`config.mk`:
```
export PLATFORM = sky130hd
export DESIGN_NAME = rms_window_module
export DESIGN_NICKNAME = d
export VERILOG_FILES = /design/src/rtl/rms_window_module.sv
export SDC_FILE = /design/constraint.sdc
export NUM_CORES = 1
export LEC_CHECK = 0
export ABC_AREA = 1
export CAP_MARGIN = 20
export CORE_MARGIN = 4
export CORE_UTILIZATION = 60
export CTS_BUF_LIST = sky130_fd_sc_hd__clkbuf_16
export DETAILED_ROUTE_END_ITERATION = 6
export PLACE_DENSITY = 0.75
export SYNTH_ARGS = -nofsm -noshare
export SYNTH_HDL_FRONTEND = slang
export SYNTH_SLANG_ARGS = --single-unit
```
`constraint.sdc`:
```
create_clock -name clk_800hz -period 10.7 [get_ports clk_800hz]
set_clock_uncertainty 0.05 [all_clocks]
set_input_delay 1.605 -clock clk_800hz [delete_from_list [all_inputs] [get_ports clk_800hz]]
set_output_delay 1.605 -clock clk_800hz [all_outputs]
set_load 0.1 [all_outputs]
```
`src/rtl/rms_window_module.sv`:
```
`default_nettype none
// ============================================================================
//  Module   : rms_window_module
//  Purpose  : Windowed RMS of signed current samples: mean of squares over
//             2**LOG2N samples followed by a 16-step bit-serial integer sqrt.
//  Revision : 1.0 - initial release
// ============================================================================
module rms_window_module #(
    parameter int LOG2N = 4
) (
    input  logic        clk_800hz,
    input  logic        reset,
    input  logic [15:0] sample_in,
    input  logic        sample_valid,
    output logic [15:0] I_rms,
    output logic        rms_valid,
    output logic        busy
);

    localparam int               c_acc_w     = 32 + LOG2N;
    localparam logic [LOG2N-1:0] c_cnt_last  = '1;
    localparam logic [3:0]       c_last_iter = 4'd15;
    localparam logic [0:0]       c_st_idle   = 1'b0;
    localparam logic [0:0]       c_st_busy   = 1'b1;

    logic [c_acc_w-1:0] r_acc;
    logic [LOG2N-1:0]   r_cnt;
    logic [31:0]        r_rad;
    logic [15:0]        r_rem;
    logic [15:0]        r_root;
    logic [3:0]         r_idx;
    logic [0:0]         r_state;
    logic [0:0]         w_state_nx;

    logic signed [31:0] w_sq_s;
    logic [31:0]        w_sq;
    logic [c_acc_w-1:0] w_sum;
    logic [c_acc_w-1:0] w_mean;
    logic               w_win_done;
    logic               w_last_iter;
    logic [17:0]        w_rem_sh;
    logic [17:0]        w_trial;
    logic               w_ge;
    logic [17:0]        w_rem_nx;
    logic [15:0]        w_root_nx;
    logic               w_unused_bits;

    assign w_sq_s     = $signed(sample_in) * $signed(sample_in);
    assign w_sq       = w_sq_s;
    assign w_sum      = r_acc + {{LOG2N{1'b0}}, w_sq};
    assign w_mean     = w_sum >> LOG2N;
    assign w_win_done = sample_valid && (r_cnt == c_cnt_last);

    // One root bit per cycle: bring down the next radicand digit pair and
    // try subtracting (4*root + 1).
    assign w_rem_sh    = {r_rem, r_rad[31:30]};
    assign w_trial     = {r_root, 2'b01};
    assign w_ge        = (w_rem_sh >= w_trial);
    assign w_rem_nx    = w_ge ? (w_rem_sh - w_trial) : w_rem_sh;
    assign w_root_nx   = {r_root[14:0], w_ge};
    assign w_last_iter = (r_state == c_st_busy) && (r_idx == c_last_iter);

    // Mean is at most 2**30 and the remainder fits 16 bits before the last step.
    assign w_unused_bits = ^{w_mean[c_acc_w-1:32], w_rem_nx[17:16]};

    assign busy = (r_state == c_st_busy);

    always_comb begin
        w_state_nx = r_state;
        case (r_state)
            c_st_idle: if (w_win_done) w_state_nx = c_st_busy;
            c_st_busy: if (w_last_iter && !w_win_done) w_state_nx = c_st_idle;
            default:   w_state_nx = c_st_idle;
        endcase
    end

    always_ff @(posedge clk_800hz) begin
        if (reset) r_state <= c_st_idle;
        else       r_state <= w_state_nx;
    end

    always_ff @(posedge clk_800hz) begin
        if (reset) begin
            r_acc     <= '0;
            r_cnt     <= '0;
            r_rad     <= '0;
            r_rem     <= '0;
            r_root    <= '0;
            r_idx     <= '0;
            I_rms     <= '0;
            rms_valid <= 1'b0;
        end else begin
            rms_valid <= 1'b0;

            if (sample_valid) begin
                if (w_win_done) begin
                    r_acc <= '0;
                    r_cnt <= '0;
                end else begin
                    r_acc <= w_sum;
                    r_cnt <= r_cnt + 1'b1;
                end
            end

            if (r_state == c_st_busy) begin
                r_rem  <= w_rem_nx[15:0];
                r_root <= w_root_nx;
                r_rad  <= {r_rad[29:0], 2'b00};
                r_idx  <= r_idx + 4'd1;
            end

            if (w_last_iter) begin
                I_rms     <= w_root_nx;
                rms_valid <= 1'b1;
            end

            // A completing window overrides the engine registers, so a
            // completion on the final iteration edge chains straight on.
            if (w_win_done) begin
                r_rad  <= w_mean[31:0];
                r_rem  <= '0;
                r_root <= '0;
                r_idx  <= '0;
            end
        end
    end

endmodule
`default_nettype wire

```
Word-level counts from Yosys, hierarchy flattened
Index checks and enable logic that the tools add are counted.

word-level totals
  bits in registers = 126
  word-level logic and storage cells = 33

operators by class
  $add $sub $neg = 4
  multiply operators = 1
  magnitude comparators = 1
  equal/unequal tests = 2
  mux-type cells = 9
  bitwise operators = 1
  reductions and logical operators = 6

operators by type and width
  kind                                         count
  two-way mux 32 bit                           2
  adder 36 x 32 -> 36 bit                      1
  two-way mux 36 bit                           1
  multiplier 16 x 16 -> 32 bit                 1
  >= comparator 18 bit                         1
  two-way mux 16 bit                           1
  subtractor 16 bit                            1
  adder 4 x 1 -> 4 bit, second input constant  2
  equality test 4 bit, second input constant   2
  two-way mux 4 bit                            1
  logical AND 1 bit                            3
  two-way mux 1 bit                            3
  one-hot mux 1 bit (2 select lines)           1
  nonzero test 2 bit                           1
  OR reduction 2 bit                           1
  zero test 1 bit                              1
  inverter 1 bit                               1

Depth between registers and ports, before layout
  depth after elaboration = 6
  mapped depth = 39

Worst setup path after synthesis
OpenSTA, ideal clock, no wires.

  kind = input -> register
  start point = input port sample_in[1]
  end point = register r_acc[31]
  arrival = 7,851 ps
  data required time = 10,518 ps
  setup slack = 2,667 ps
  stages = 31
  path buffers = 2
  cell sequence = clkbuf_1 -> clkbuf_1 -> nand2_1 -> inv_1 -> fa_1 -> inv_1 -> fa_1 -> inv_1 -> fa_1 -> inv_1 -> fa_1 -> fa_1 -> fa_1 -> inv_1 -> ha_1 -> inv_1 -> nor3_1 -> and3_1 -> nand2_1 -> nand2_1 -> xor2_1 -> ha_1 -> nand2_1 -> inv_1 -> nand2_1 -> nand2_1 -> o21bai_1 -> a21oi_1 -> nand3_1 -> nand3_1 -> a21oi_1

between the ends
  longest elaborated chain between the ends = 3

ends and longest elaborated chain
  what                          RTL line  text
  start, declared               13        input logic [15:0] sample_in,
  multiplier 16 x 16 -> 32 bit  48        assign w_sq_s = $signed(sample_in) * $signed(sample_in);
  adder 36 x 32 -> 36 bit       50        assign w_sum = r_acc + {{LOG2N{1'b0}}, w_sq};
  two-way mux 36 bit            96        if (w_win_done) begin
  end signal, assigned          100       r_acc <= w_sum;
  end, declared                 26        logic [c_acc_w-1:0] r_acc;

No other way between the ends.
A chain may end at the register's enable or synchronous reset.

Worst setup path after layout
  start point = input port sample_in[15]
  end point = register r_acc[35]

Same word-level chain as after synthesis.

==> out/metrics.csv <==
metric,value,unit
outcome,finished clean,
DRT Pass-1 Iters,6,
Final Net Count,2829,
CP endpoint kind,register,
initial antenna violation count,1,
syn_nets,2833,
synthesized cell area,17590,um2
kind of critical path,in2reg,
Synth cell types,50,
Cells after Synth,2435,
die height,179.2,um
worst skew pair latency,0.43,ns
post-synthesis sequential area ratio,14.34,%
"CTS clk-pin slew, worst paths",0.06,ns
Final setup viols,0,
CORE AREA,28780,um2
HP Class,reg2reg,
number of global-route vias before repair,15400,
CP max stage cell,clkdlybuf4s50_1,
# H-tree levels,4,
"CP delay by family, top",adder cells,
Final Max Tran Viols,0,
Sinks on Clock Net,126,
HPWL after detailed placement,36.34,mm
setup bufs post-CTS,0,
pin count of the biggest net entering global routing,86,
ANT nets after route,0,
Post-CTS Hold Fix Bufs,0,
Bufs on Longest Clock Path,2,
slew margin rel.,34.52,%
first-pass GRT wire length,75.15,mm
initial core utilization,61.11,%
Die Area,32110,um2
fmax,104.0,MHz
Worst Path Required,10.91,ns
worst path bufs/invs,5,
period utilization,89.87,%
worst path arrival time,9.83,ns
Max-Cap Viols,0,
WL/cell,15.65,um
final wirelength,44.25,mm
"Primary FF master, synth",dfxtp_1,
Post-synth EDFFs,0,
final hold slack,0.4190,ns
Port Buf Inserts,36,
DRC Markers,0,
Root Driver,clkbuf_16,
startpoint types,input port,
Async SR Flop Fraction,0,%
peak per-stage delay on the critical path,0.99,ns
vias per cell,5.369,
Final Hold Fails,0,
Avg Synthesized Cell Area,7.223,um2
total CTS buffers,17,
Ys Warns,0,
unrepaired setup endpoints after global routing,false,
I/O pins,37,
Fin Setup TNS,0,ns
global placer's final weighted congestion,1.001,
DRT iter0 DRCs,1087,
# resized after CTS,0,
worst slew pin tran,0.9792,ns
global route total overflow,0,
row cnt,62,
Global Route Usage Sum,29.14,%
Chip Width,179.2,um
CTS tree,done,
Crit Path Max Fanout,21,
Diodes inserted,0,
Seq cells post-synth,126,
Fillers,2561,
Syn-to-layout area delta,7.364,%
via count,15180,
Tmin final,9.616,ns
fraction of layout cells with a size suffix above 1,3.560,%
## path summary, 6_finish.rpt
path                                     from        end  slack [ns]  cells after the start
worst min-delay path                r_acc[24]  r_acc[24]        0.42                      2
worst min register to register      r_acc[24]  r_acc[24]        0.42                      2
worst max register to register           busy   r_rem[2]        8.14                      8
worst max-delay path            sample_in[15]  r_acc[35]        1.08                     33
## cells in the mapped netlist (all sizes together) (15+ instances only)
| library cell | number | area, um2 |
|---|---|---|
| o21bai | 18 | 135.1 |
| ha | 140 | 1752 |
| nand3 | 118 | 595.6 |
| nand2 | 576 | 2185 |
| o21ai | 51 | 259.0 |
| nand4 | 19 | 140.1 |
| a21oi | 145 | 729.5 |
| fa | 239 | 4785 |
| nor2 | 213 | 837.1 |
| xor2 | 36 | 315.3 |
| dfxtp | 126 | 2522 |
| buf | 15 | 86.32 |
| inv | 557 | 2091 |
| o31ai | 26 | 195.2 |
| xnor2 | 26 | 227.7 |
| clkbuf | 57 | 214.0 |
## metal layers
layer  vias to the layer above  GRT usage, %  routed length [um]
li1                       7396             -                   -
met1                      7208         40.47               19920
met2                       488         48.36               20650
met3                        89         3.016                2383
met4                         2         8.981                1291
met5                         -             0                   8
## placed cells by master (no fill, tap or decap), types with 18 or more instances in the layout
| cell | n |
|---|---|
| a21oi_1 | 144 |
| clkdlybuf4s50_1 | 35 |
| dfxtp_1 | 125 |
| fa_1 | 239 |
| ha_1 | 140 |
| inv_1 | 551 |
| nand2_1 | 567 |
| nand3_1 | 117 |
| nor2_1 | 201 |
| o21ai_0 | 45 |
| o21bai_1 | 18 |
| o31ai_1 | 26 |
| xnor2_1 | 26 |
| xor2_1 | 36 |
## kinds of logic (layout without fill, tap and decap cells)
group,after synthesis,after routing,synth area share (%)
adders and majority gates,379,379,37.17
muxes,1,1,0.05692
and+or+nand+nor,969,969,22.98
AOI/OAI and AO/OA,269,269,8.772
buffers and inverters,629,638,13.60
DFF,126,126,14.34
xor gates and xnor gates,62,62,3.088
## per-stage QoR
stage,instance area (um2),setup slack [ns],utilization [%],instances
2_1_floorplan,17590,2.667,-,2435
3_3_place_gp,18200,0.7976,63.24,2793
3_5_place_dp,18230,0.7709,63.34,2794
4_1_cts,18850,1.151,65.49,2826
5_1_grt,18880,0.6049,65.61,2828
6_report,18880,1.084,65.61,2828
## worst register-to-register path, delay by kind of cell (launching register included)
| kind | cells | cell delay [ns] |
|---|---|---|
| buffers and inverters | 4 | 1.45 |
| DFF | 1 | 0.34 |
| and+or+nand+nor | 4 | 0.66 |
## area by class of cell
class / instances / area, um2 / area share [%]
multi-input cells: 1680 / 12680 / 67.13
flip-flops and latches: 126 / 2524 / 13.37
inverters: 557 / 2091 / 11.07
repair buffers: 49 / 493.0 / 2.611
well taps: 384 / 480.5 / 2.545
clock buffers: 17 / 425.4 / 2.253
clock inverters: 15 / 192.7 / 1.020
## registers in the layout, indices dropped and copies added, names as in the netlist
| signal | cells |
|---|---|
| I_rms | 16 |
| r_acc | 36 |
| rms_valid | 1 |
| r_rad | 32 |
| r_idx | 4 |
| r_rem | 16 |
| r_root | 16 |
| r_cnt | 4 |
| busy | 1 |
Power is not shown: default switching activity piles up to over one toggle a cycle in this logic, so the estimate is an artifact.
